$ cat src/rtl/arch_defs_pkg.sv
// Shared architecture definitions: boot loader FSM states and frame constants.
package arch_defs_pkg;

    // Boot loader sequencing states
    typedef enum logic [2:0] {
        S_RESET,
        S_INIT,
        S_LATCH_ADDR,
        S_READ_BYTE,
        S_LATCH_BYTE,
        S_CHK_MORE_BYTES,
        S_EXECUTE,
        S_HALT
    } fsm_state_t;

    // Header bytes preceding the payload: origin_hi, origin_lo, len_hi, len_lo
    localparam int unsigned BOOT_HDR_BYTES = 4;

endpackage

$ cat src/rtl/boot_loader_ctrl.sv
// UART boot loader: receives a framed image, writes it to RAM, verifies the
// checksum, then releases the CPU and hands it the RAM write port.
module boot_loader_ctrl
    import arch_defs_pkg::*;
#(
    parameter int ADDR_WIDTH = 16,
    parameter int DATA_WIDTH = 8
) (
    input  logic                  clk,
    input  logic                  reset,
    input  logic [DATA_WIDTH-1:0] rx_data,
    input  logic                  rx_valid,
    output logic                  rx_ready,
    input  logic                  boot_skip,
    input  logic [ADDR_WIDTH-1:0] cpu_mem_addr,
    input  logic [DATA_WIDTH-1:0] cpu_mem_wdata,
    input  logic                  cpu_mem_we,
    output logic [ADDR_WIDTH-1:0] mem_addr,
    output logic [DATA_WIDTH-1:0] mem_wdata,
    output logic                  mem_we,
    output logic                  cpu_hold,
    output logic                  boot_done,
    output logic                  boot_error
);

    localparam int LEN_WIDTH = 2 * DATA_WIDTH;

    fsm_state_t              state, next_state;

    logic [1:0]              hdr_idx;
    logic [DATA_WIDTH-1:0]   origin_hi, origin_lo, len_hi;
    logic [ADDR_WIDTH-1:0]   offset;
    logic [LEN_WIDTH-1:0]    remaining;
    logic [DATA_WIDTH-1:0]   sum;
    logic [DATA_WIDTH-1:0]   data_latch;
    logic                    chk_phase;

    logic                    rx_fire;
    logic                    hdr_last;
    logic [LEN_WIDTH-1:0]    hdr_len;
    logic [ADDR_WIDTH-1:0]   origin;
    logic [DATA_WIDTH-1:0]   chk_total;

    assign rx_fire   = rx_valid && rx_ready;
    assign hdr_last  = (hdr_idx == 2'(BOOT_HDR_BYTES - 1));
    assign hdr_len   = {len_hi, rx_data};
    assign origin    = ADDR_WIDTH'({origin_hi, origin_lo});
    assign chk_total = sum + rx_data;

    // State register; reset wins over any transfer on the same edge
    always_ff @(posedge clk) begin
        if (reset) state <= S_RESET;
        else       state <= next_state;
    end

    // Next-state decode, handshake, status and the inline RAM port mux
    always_comb begin
        next_state = state;
        rx_ready   = 1'b0;
        mem_we     = 1'b0;
        mem_addr   = origin + offset;
        mem_wdata  = data_latch;
        cpu_hold   = 1'b1;
        boot_done  = 1'b0;
        boot_error = 1'b0;
        case (state)
            S_RESET: next_state = S_INIT;
            S_INIT:  next_state = boot_skip ? S_EXECUTE : S_LATCH_ADDR;
            S_LATCH_ADDR: begin
                rx_ready = 1'b1;
                if (rx_fire && hdr_last)
                    next_state = (hdr_len == '0) ? S_HALT : S_READ_BYTE;
            end
            S_READ_BYTE: begin
                rx_ready = 1'b1;
                if (rx_fire) begin
                    if (!chk_phase)          next_state = S_LATCH_BYTE;
                    else if (chk_total == '0) next_state = S_EXECUTE;
                    else                     next_state = S_HALT;
                end
            end
            S_LATCH_BYTE: begin
                mem_we     = 1'b1;
                next_state = S_CHK_MORE_BYTES;
            end
            S_CHK_MORE_BYTES: next_state = S_READ_BYTE;
            S_EXECUTE: begin
                cpu_hold  = 1'b0;
                boot_done = 1'b1;
                mem_addr  = cpu_mem_addr;
                mem_wdata = cpu_mem_wdata;
                mem_we    = cpu_mem_we;
            end
            S_HALT:  boot_error = 1'b1;
            default: next_state = S_RESET;
        endcase
    end

    // Frame datapath: header capture, payload latch, running sum and counters
    always_ff @(posedge clk) begin
        if (reset) begin
            hdr_idx    <= '0;
            origin_hi  <= '0;
            origin_lo  <= '0;
            len_hi     <= '0;
            offset     <= '0;
            remaining  <= '0;
            sum        <= '0;
            data_latch <= '0;
            chk_phase  <= 1'b0;
        end else begin
            case (state)
                S_INIT: begin
                    hdr_idx   <= '0;
                    offset    <= '0;
                    remaining <= '0;
                    sum       <= '0;
                    chk_phase <= 1'b0;
                end
                S_LATCH_ADDR: begin
                    if (rx_fire) begin
                        case (hdr_idx)
                            2'd0:    origin_hi <= rx_data;
                            2'd1:    origin_lo <= rx_data;
                            2'd2:    len_hi    <= rx_data;
                            default: remaining <= hdr_len;
                        endcase
                        hdr_idx <= hdr_idx + 2'd1;
                    end
                end
                S_READ_BYTE: begin
                    if (rx_fire && !chk_phase) data_latch <= rx_data;
                end
                S_LATCH_BYTE: sum <= sum + data_latch;
                S_CHK_MORE_BYTES: begin
                    offset    <= offset + 1'b1;
                    remaining <= remaining - 1'b1;
                    if (remaining == LEN_WIDTH'(1)) chk_phase <= 1'b1;
                end
                default: ;
            endcase
        end
    end

endmodule

$ cat config.mk
export PLATFORM = sky130hd
export DESIGN_NAME = boot_loader_ctrl
export DESIGN_NICKNAME = d
export VERILOG_FILES = /design/src/rtl/arch_defs_pkg.sv /design/src/rtl/boot_loader_ctrl.sv
export SDC_FILE = /design/constraint.sdc
export NUM_CORES = 1
export LEC_CHECK = 0
export CORE_ASPECT_RATIO = 0.7
export CORE_UTILIZATION = 60
export CTS_CLUSTER_SIZE = 12
export DETAILED_ROUTE_END_ITERATION = 6
export PLACE_DENSITY_LB_ADDON = 0.25
export REMOVE_ABC_BUFFERS = 1
export SYNTH_ARGS = -nofsm -noshare
export SYNTH_HDL_FRONTEND = slang
export SYNTH_SLANG_ARGS = --single-unit
$ cat constraint.sdc
create_clock -name clk -period 7.2 [get_ports clk]
set_clock_uncertainty 0.15 [all_clocks]
set_input_delay 1.08 -clock clk [delete_from_list [all_inputs] [get_ports clk]]
set_output_delay 1.08 -clock clk [all_outputs]
set_load 0.02 [all_outputs]
; After elaboration in Yosys (flattened, before gate mapping)
; Index checks and enable logic that the tools add are counted.
[classes]
add_sub_neg = 6
eq_ne = 16
n_mux = 23
reduce_logical = 23
[op_table]
columns = cell, n
row1 = $mux W16, 3
row2 = $pmux W16 S3, 1
row3 = $pmux W16 S2, 1
row4 = $pmux W3 S6, 1
row5 = $add A16 B1 Y16 const B, 1
row6 = $add A16 B16 Y16, 1
row7 = $add A8 B8 Y8, 2
row8 = $eq A16 B1 Y1 const B, 1
row9 = $logic_not A16 Y1, 1
row10 = $pmux W8 S2, 1
row11 = $sub A16 B1 Y16 const B, 1
row12 = $reduce_and A3 Y1, 5
row13 = $eq A3 B3 Y1 const B, 4
row14 = $mux W3, 4
row15 = $ne A2 B2 Y1 const B, 5
row16 = $logic_not A8 Y1, 1
row17 = $mux W8, 1
row18 = $eq A3 B2 Y1 const B, 2
row19 = $mux W1, 6
row20 = $reduce_and A2 Y1, 3
row21 = $reduce_bool A2 Y1, 3
row22 = $reduce_bool A6 Y1, 1
row23 = $eq A2 B2 Y1 const B, 2
row24 = $mux W2, 2
row25 = other kinds (12), 15
[totals]
reg_bits = 78
input_bits = 37
word_cells = 78

; Longest topological paths before layout
; Gate-level depths: netlist (run 1).
[depth]
word_depth = 7
ltp_mapped = 9
ltp_nobuf = 9

; Least setup slack after synthesis (run 1)
; Ideal clock, no wire load.
[synth_timing]
path_type = reg2out
startpoint = register offset[6]
endpoint = output port mem_addr[13]
t_arrival_ns = 2.156
slack_ns = 3.814
stages_incl_launch_ff = 7
cell_sequence = dfxtp_1 > ha_1 > a21oi_1 > o211ai_1 > o211ai_1 > nand2b_1 > o311ai_0
[synth_via]
elab_chain_cells = 2
[synth_lines]
columns = element, line_no
row1 = "start, declared", boot_loader_ctrl.sv:32  ; logic [ADDR_WIDTH-1:0] offset;
row2 = "start signal, assigned", boot_loader_ctrl.sv:136  ; offset <= offset + 1'b1;
row3 = $add A16 B16 Y16, boot_loader_ctrl.sv:61  ; mem_addr = origin + offset;
row4 = $mux W16, boot_loader_ctrl.sv:66  ; case (state)
row5 = "end, declared", boot_loader_ctrl.sv:18  ; output logic [ADDR_WIDTH-1:0] mem_addr,
; Every way passes these cells.

; Worst setup path after layout (run 1)
[layout_timing]
startpoint = register state[1]
endpoint = output port mem_addr[12]
[layout_via]
elab_chain_cells = 2
[layout_lines]
columns = element, line_no
row1 = "start, declared", boot_loader_ctrl.sv:28  ; fsm_state_t state, next_state;
row2 = "start signal, assigned", boot_loader_ctrl.sv:53  ; else state <= next_state;
row3 = $eq A3 B3 Y1, boot_loader_ctrl.sv:66
row4 = $mux W16, boot_loader_ctrl.sv:66
; Every way passes these cells.

==> impl_metrics.tcl, run 1 <==
set metrics [dict create \
    synthToLayoutAreaGrowth_pct 19.4 \
    antenna_found_initial 0 \
    p_leak_nw 2.39 \
    ir_drop_mv 0.156 \
    synth_ff_type "dfxtp_1" \
    netlist_area_um2 5050 \
    first_pass_iters 7 \
    crit_path_max_fanout 30 \
    hold_viol 0 \
    antenna_cells 0 \
    die_h_um 78.8 \
    power.internal_uw 813 \
    cts_tree "done" \
    rsz0062_at_grt "false" \
    r2r_cells 6 \
    routed_wl_mm 13.4 \
    clk_latency_ns 0.34 \
    cts_buffer_depth 2 \
    worst_ep_arrival_time_ns 3.90 \
    grt-ovfl-total 0 \
    synthCells 666 \
    path_class "flip-flop to output port" \
    cp-end-kind "output port" \
    r2r_end "remaining[15]" \
    multi_input_area_um2 3280 \
    initial_core_util_pct 63.1 \
    clkPwrFrac_pct 41.2 \
    worstHoldStart "origin_lo[4]" \
    hpwl_mm 9.58 \
    min_to "origin_lo[4]" \
    gp_congestion 0.872 \
    synth.avg_cell_area_um2 7.59 \
    synth_top_area_cell "dfxtp_1" \
    grt_pass1_wl_mm 22.0 \
    fillers 599 \
    drcViolationCount 7 \
    grt_util_all_layers_pct 31.3 \
    post_drt_via_cell_ratio 6.13 \
    clock_sinks 78 \
    yosysWarnings 0 \
    boundaryPins 66 \
    ys_ff_latch 78 \
    coreArea_um2 8010 \
    die-area_um2 8800 \
    p_sw_uw 320 \
    cts_setup_buffers 0 \
    r2r_slack_ns 4.38 \
    crit_required_ns 5.97 \
    rows 27 \
    cts_resized 0 \
    hold_class "flip-flop to flip-flop" \
    grt_max_degree 67 \
    nets 793 \
    status "finished, violations left" \
    hold_path_depth 2 \
    tightestPinTransition_ns 1.26 \
    synth_edf_count 0 \
    root_buffer "clkbuf_16" \
    final_util_pct 75.4 \
    final_layout_size_suffix_gt1_share_pct 4.02 \
    antenna_left 0 \
    drv_cap 0 \
    sw_frac_of_total_pct 28.2 \
    hold_buffers 0 \
    finalCritPeriodShare_pct 71.3 \
    combPwrFrac_pct 18.1 \
    synth_area_leaders "dfxtp_1, ha_1, a21oi_1" \
    wire_per_inst_um 16.3 \
    crit_path_start_kind "flip-flop" \
    vias 5040 \
    yosysSeqAreaShare_pct 30.9 \
    cts.clk_slew.worst_paths_ns 0.06 \
    synthArstFlopShare_pct 0 \
    cts_htree_levels 3 \
    slew_viol_final 0 \
    max-slew-margin-rel_pct 16.1 \
    setup_viol 0 \
    drt_iter0_drc 348 \
    powerDensity_nw_per_um2 188 \
    fmax_ghz 0.195 \
    synth_top_area_share_pct 30.9 \
    tns_ns 0 \
    regArea_um2 1560 \
    failed_checks "design-rule violations" \
    grt_pass1_vias 4709 \
    seq_power_share_pct 40.8 \
    fin_crit_ns 5.13 \
    die_w_um 112 \
    port_buffers 65 \
    cts_buffers 9 \
    synth.distinct_cells 58 \
    timing.rr.start "state[0]" \
]
==> how the worst max path moves through the flow <==
stage | cells after the start | from | endpoint | slack (ns)
6_report | 7 | state[1] | mem_addr[12] | 2.07
5_1_grt | 7 | state[1] | mem_addr[12] | 1.84
4_1_cts | 7 | state[1] | mem_addr[12] | 2.08
3_5_place_dp | 7 | state[1] | mem_addr[12] | 2.46
3_3_place_gp | 7 | state[1] | mem_addr[12] | 2.56
2_1_floorplan | 5 | rx_valid | remaining[15] | 2.42
==> cell families after synthesis <==
family          after synthesis  share of synthesized area [%]
fa+ha+maj                    40                           10.3
mux                           9                           1.78
xor+xnor                     41                           7.11
compound gates              171                           20.3
simple gates                275                           25.1
buf+inv                      52                           4.51
flops                        78                           30.9
==> registers in the layout, indices dropped and copies added, names as in the netlist <==
| signal | flops |
|---|---|
| remaining | 16 |
| data_latch | 8 |
| origin_hi | 8 |
| origin_lo | 8 |
| chk_phase | 1 |
| hdr_idx | 2 |
| offset | 16 |
| len_hi | 8 |
| sum | 8 |
| state | 3 |
==> cell type report <==
cell class | count | share of cell area (%)
Inverter | 22 | 1.37
Multi-Input combinational cell | 536 | 54.3
Timing Repair Buffer | 69 | 11.2
Clock buffer | 11 | 4.19
Clock inverter | 5 | 0.954
Sequential cell | 78 | 25.9
Tap cell | 101 | 2.09
==> synthesized netlist by cell type (all sizes together), types with 12 or more instances <==
library cell / n
a21oi: 77
a22oi: 12
clkbuf: 24
dfxtp: 78
ha: 37
inv: 22
nand2: 97
nand3: 38
nor2: 80
nor3: 15
o21ai: 35
xnor2: 15
xor2: 26
==> power by group through the flow <==
stage	registers, mW	logic, mW	clock network [mW]
floorplan	0.466	0.119	0
global placement	0.470	0.194	0
detailed placement	0.471	0.199	0
CTS	0.462	0.201	0.467
global route	0.464	0.220	0.486
finish	0.462	0.205	0.466
==> cell usage in the layout, fill, tap and decap left out, drive strengths merged, types with 4 or more instances in the layout <==
cell / count
clkbuf: 11
xor2: 26
a22oi: 12
xnor2: 15
buf: 5
nand2b: 6
a211oi: 4
ha: 37
and3: 4
nand3: 38
nand2: 97
clkdlybuf4s50: 64
nor2b: 4
a21oi: 77
and4: 4
and2: 5
nand4: 4
mux2i: 9
o21ai: 35
nor3: 15
a21o: 9
nor2: 80
nor4: 9
dfxtp: 78
inv: 22
==> per-stage QoR <==
step / setup slack (ns) / std cells / total power [mW] / cell area, µm² / hold WS, ns
after floorplan: 2.42 / 636 / 0.585 / 4910 / 0.284
after global placement: 2.56 / 806 / 0.664 / 5730 / 0.302
after detailed placement: 2.46 / 806 / 0.670 / 5730 / 0.305
after CTS: 2.08 / 822 / 1.13 / 6040 / 0.317
after global routing: 1.84 / 822 / 1.17 / 6040 / 0.329
final: 2.07 / 822 / 1.13 / 6040 / 0.314
==> layer usage <==
metal | global-route usage (%) | wire length (µm) | vias up
li1 | - | - | 2454
met1 | 39.8 | 5800 | 2330
met2 | 52.7 | 6080 | 228
met3 | 7.18 | 1280 | 28
met4 | 10.4 | 261 | 0
met5 | 0 | 0 | -
==> critical path, cell delays in order (launching register included) <==
cell and delay [ns]:
dfxtp_1 0.45, inv_1 0.23, nor2_1 0.09, nand2_1 0.81, inv_1 0.63, or4_1 0.64, nand3_1 0.10, clkdlybuf4s50_1 0.60
Note: power is estimated with default switching activity, not from simulation.
==> run 2, diff against run 1 <==
- CORE_UTILIZATION: 60 -> 56
- clock period: 7.2 -> 5.2 ns (I/O delays scaled with it)
==> run 2 against run 1 <==
The flow still finishes with violations (design-rule violations). Flip-flop and latch count unchanged. Sequential share of layout area decreased by 0.15 points. Sequential power increased by 39%. Core utilization decreased by 4.9 points. Via count decreased by 0.46%. Worst setup slack got worse by 0.98 ns. Design area increased by 0.60%. Die area increased by 7.0%. Count of clock-buffer cells in the layout unchanged. Largest cell class unchanged. Largest power group is now registers.
==> impl_metrics.tcl, run 2 (same netlist as run 1, synthesis figures left out) <==
set metrics [dict create \
    r2r_end "remaining[15]" \
    synthToLayoutAreaGrowth_pct 20.2 \
    r2r_slack_ns 2.35 \
    crit_start "offset[0]" \
    cts_buffers 9 \
    top_regs "offset: 16 flops, remaining: 16 flops" \
    slew_viol_final 0 \
    grt_pass1_vias 4703 \
    final_util_pct 70.5 \
    tns_ns 0 \
    fin_crit_ns 4.12 \
    cp_slowest_cell "clkdlybuf4s50_1" \
    antenna_left 0 \
    timing.rr.start "state[2]" \
    cts_tree "done" \
    drv_cap 0 \
    port_buffers 65 \
    cts_htree_levels 3 \
    setup_viol 0 \
    path_class "flip-flop to output port" \
    crit_end "mem_addr[12]" \
    powerDensity_nw_per_um2 257 \
    cpLargestDelayFamily "simple AND/OR/NAND/NOR gates" \
    coreArea_um2 8620 \
    rows 28 \
    nets 796 \
    post_drt_via_cell_ratio 5.94 \
    vias 5017 \
    path_depth 10 \
    drcViolationCount 3 \
    max_stage_delay_ns 0.60 \
    die-area_um2 9410 \
    final_layout_size_suffix_gt1_share_pct 4.28 \
    clock_sinks 78 \
    antenna_cells 0 \
    p_leak_nw 2.41 \
    first_pass_iters 7 \
    die_h_um 81.5 \
    r2r_cells 6 \
    failed_checks "design-rule violations" \
    rsz0062_at_grt "false" \
    crit_path_start_kind "flip-flop" \
    routed_wl_mm 13.6 \
    root_buffer "clkbuf_16" \
    final_common_cell "nand2_1" \
    hold_class "flip-flop to flip-flop" \
    max-slew-margin-rel_pct 16.1 \
    totalPowerFinal_mw 1.56 \
    clk_latency_ns 0.34 \
    cts_buffer_depth 2 \
    wire_per_inst_um 16.1 \
    grt_util_met2_pct 50.2 \
    top_usage_layer "met2" \
    ir_drop_mv 0.214 \
    critPathMostFrequentCell "nand3_1" \
    layout_common_cells "nand2_1, nor2_1, dfxtp_1" \
    cts_setup_buffers 0 \
    cp-end-kind "output port" \
    grt_pass1_wl_mm 22.2 \
    die_w_um 116 \
    drt_iter0_drc 302 \
    grt_util_all_layers_pct 30.5 \
    gr-usage-met1_pct 38.6 \
    worst_ep_arrival_time_ns 3.19 \
    grt-ovfl-total 0 \
    cts.clk_slew.worst_paths_ns 0.06 \
    antenna_found_initial 0 \
    path_cells "ha_1 > inv_1 > fa_1 > nor2b_1 > o2111ai_1 > nand3_1 > a21oi_1 > or4_1 > nand3_1 > clkdlybuf4s50_1" \
    fmax_ghz 0.243 \
    tightestPinTransition_ns 1.26 \
    initial_core_util_pct 58.6 \
    hold_viol 0 \
    hold_buffers 0 \
    grt_max_degree 48 \
    grtUsageMet3_pct 8.04 \
    status "finished, violations left" \
    cts_resized 0 \
    finalCritPeriodShare_pct 79.2 \
    crit_required_ns 4.27 \
    gp_congestion 0.882 \
    path_buf_inv 2 \
    hpwl_mm 9.61 \
    boundaryPins 66 \
    crit_path_max_fanout 5 \
]
==> run 2: how the worst min path moves through the flow <==
stage | end | cells after the start | startpoint
after floorplan | origin_hi[0] | 2 | origin_hi[0]
after global placement | origin_lo[7] | 2 | origin_lo[7]
after detailed placement | origin_lo[5] | 2 | origin_lo[5]
after CTS | origin_lo[5] | 2 | origin_lo[5]
after global routing | origin_lo[5] | 2 | origin_lo[5]
final | origin_lo[5] | 2 | origin_lo[5]
==> run 2: metal layers <==
| layer | vias up | routed length [µm] |
|---|---|---|
| li1 | 2461 | - |
| met1 | 2337 | 6080 |
| met2 | 192 | 6180 |
| met3 | 27 | 1070 |
| met4 | 0 | 272 |
| met5 | - | 0 |
==> run 2: worst min-delay path, stage by stage, from the launching register on <==
cell,delay [ns]
dfxtp_1,0.31
nand2_1,0.05
a21oi_1,0.05
==> run 2: area by class of cell <==
class | instances | area (µm²)
Timing Repair Buffer | 72 | 698
Clock buffer | 11 | 243
Tap cell | 120 | 150
Inverter | 22 | 82.6
Clock inverter | 5 | 57.6
Sequential cell | 78 | 1560
Multi-Input combinational cell | 536 | 3280
Fill cell | 725 | 2550
==> run 2: through the flow <==
stage                     worst slack [ns]  cell area (µm²)  hold WS, ns  std cells
after detailed placement              1.49             5770        0.307        828
final                                 1.08             6070        0.315        844
after floorplan                      0.720             4910        0.284        636
after CTS                             1.10             6070        0.315        844
after global placement                1.58             5770        0.309        828
after global routing                 0.915             6070        0.329        844
==> run 2: power breakdown <==
group	switching [mW]	total, mW	internal (mW)
Sequential	0.0254	0.640	0.614
Combinational	0.169	0.284	0.115
Clock	0.249	0.635	0.385
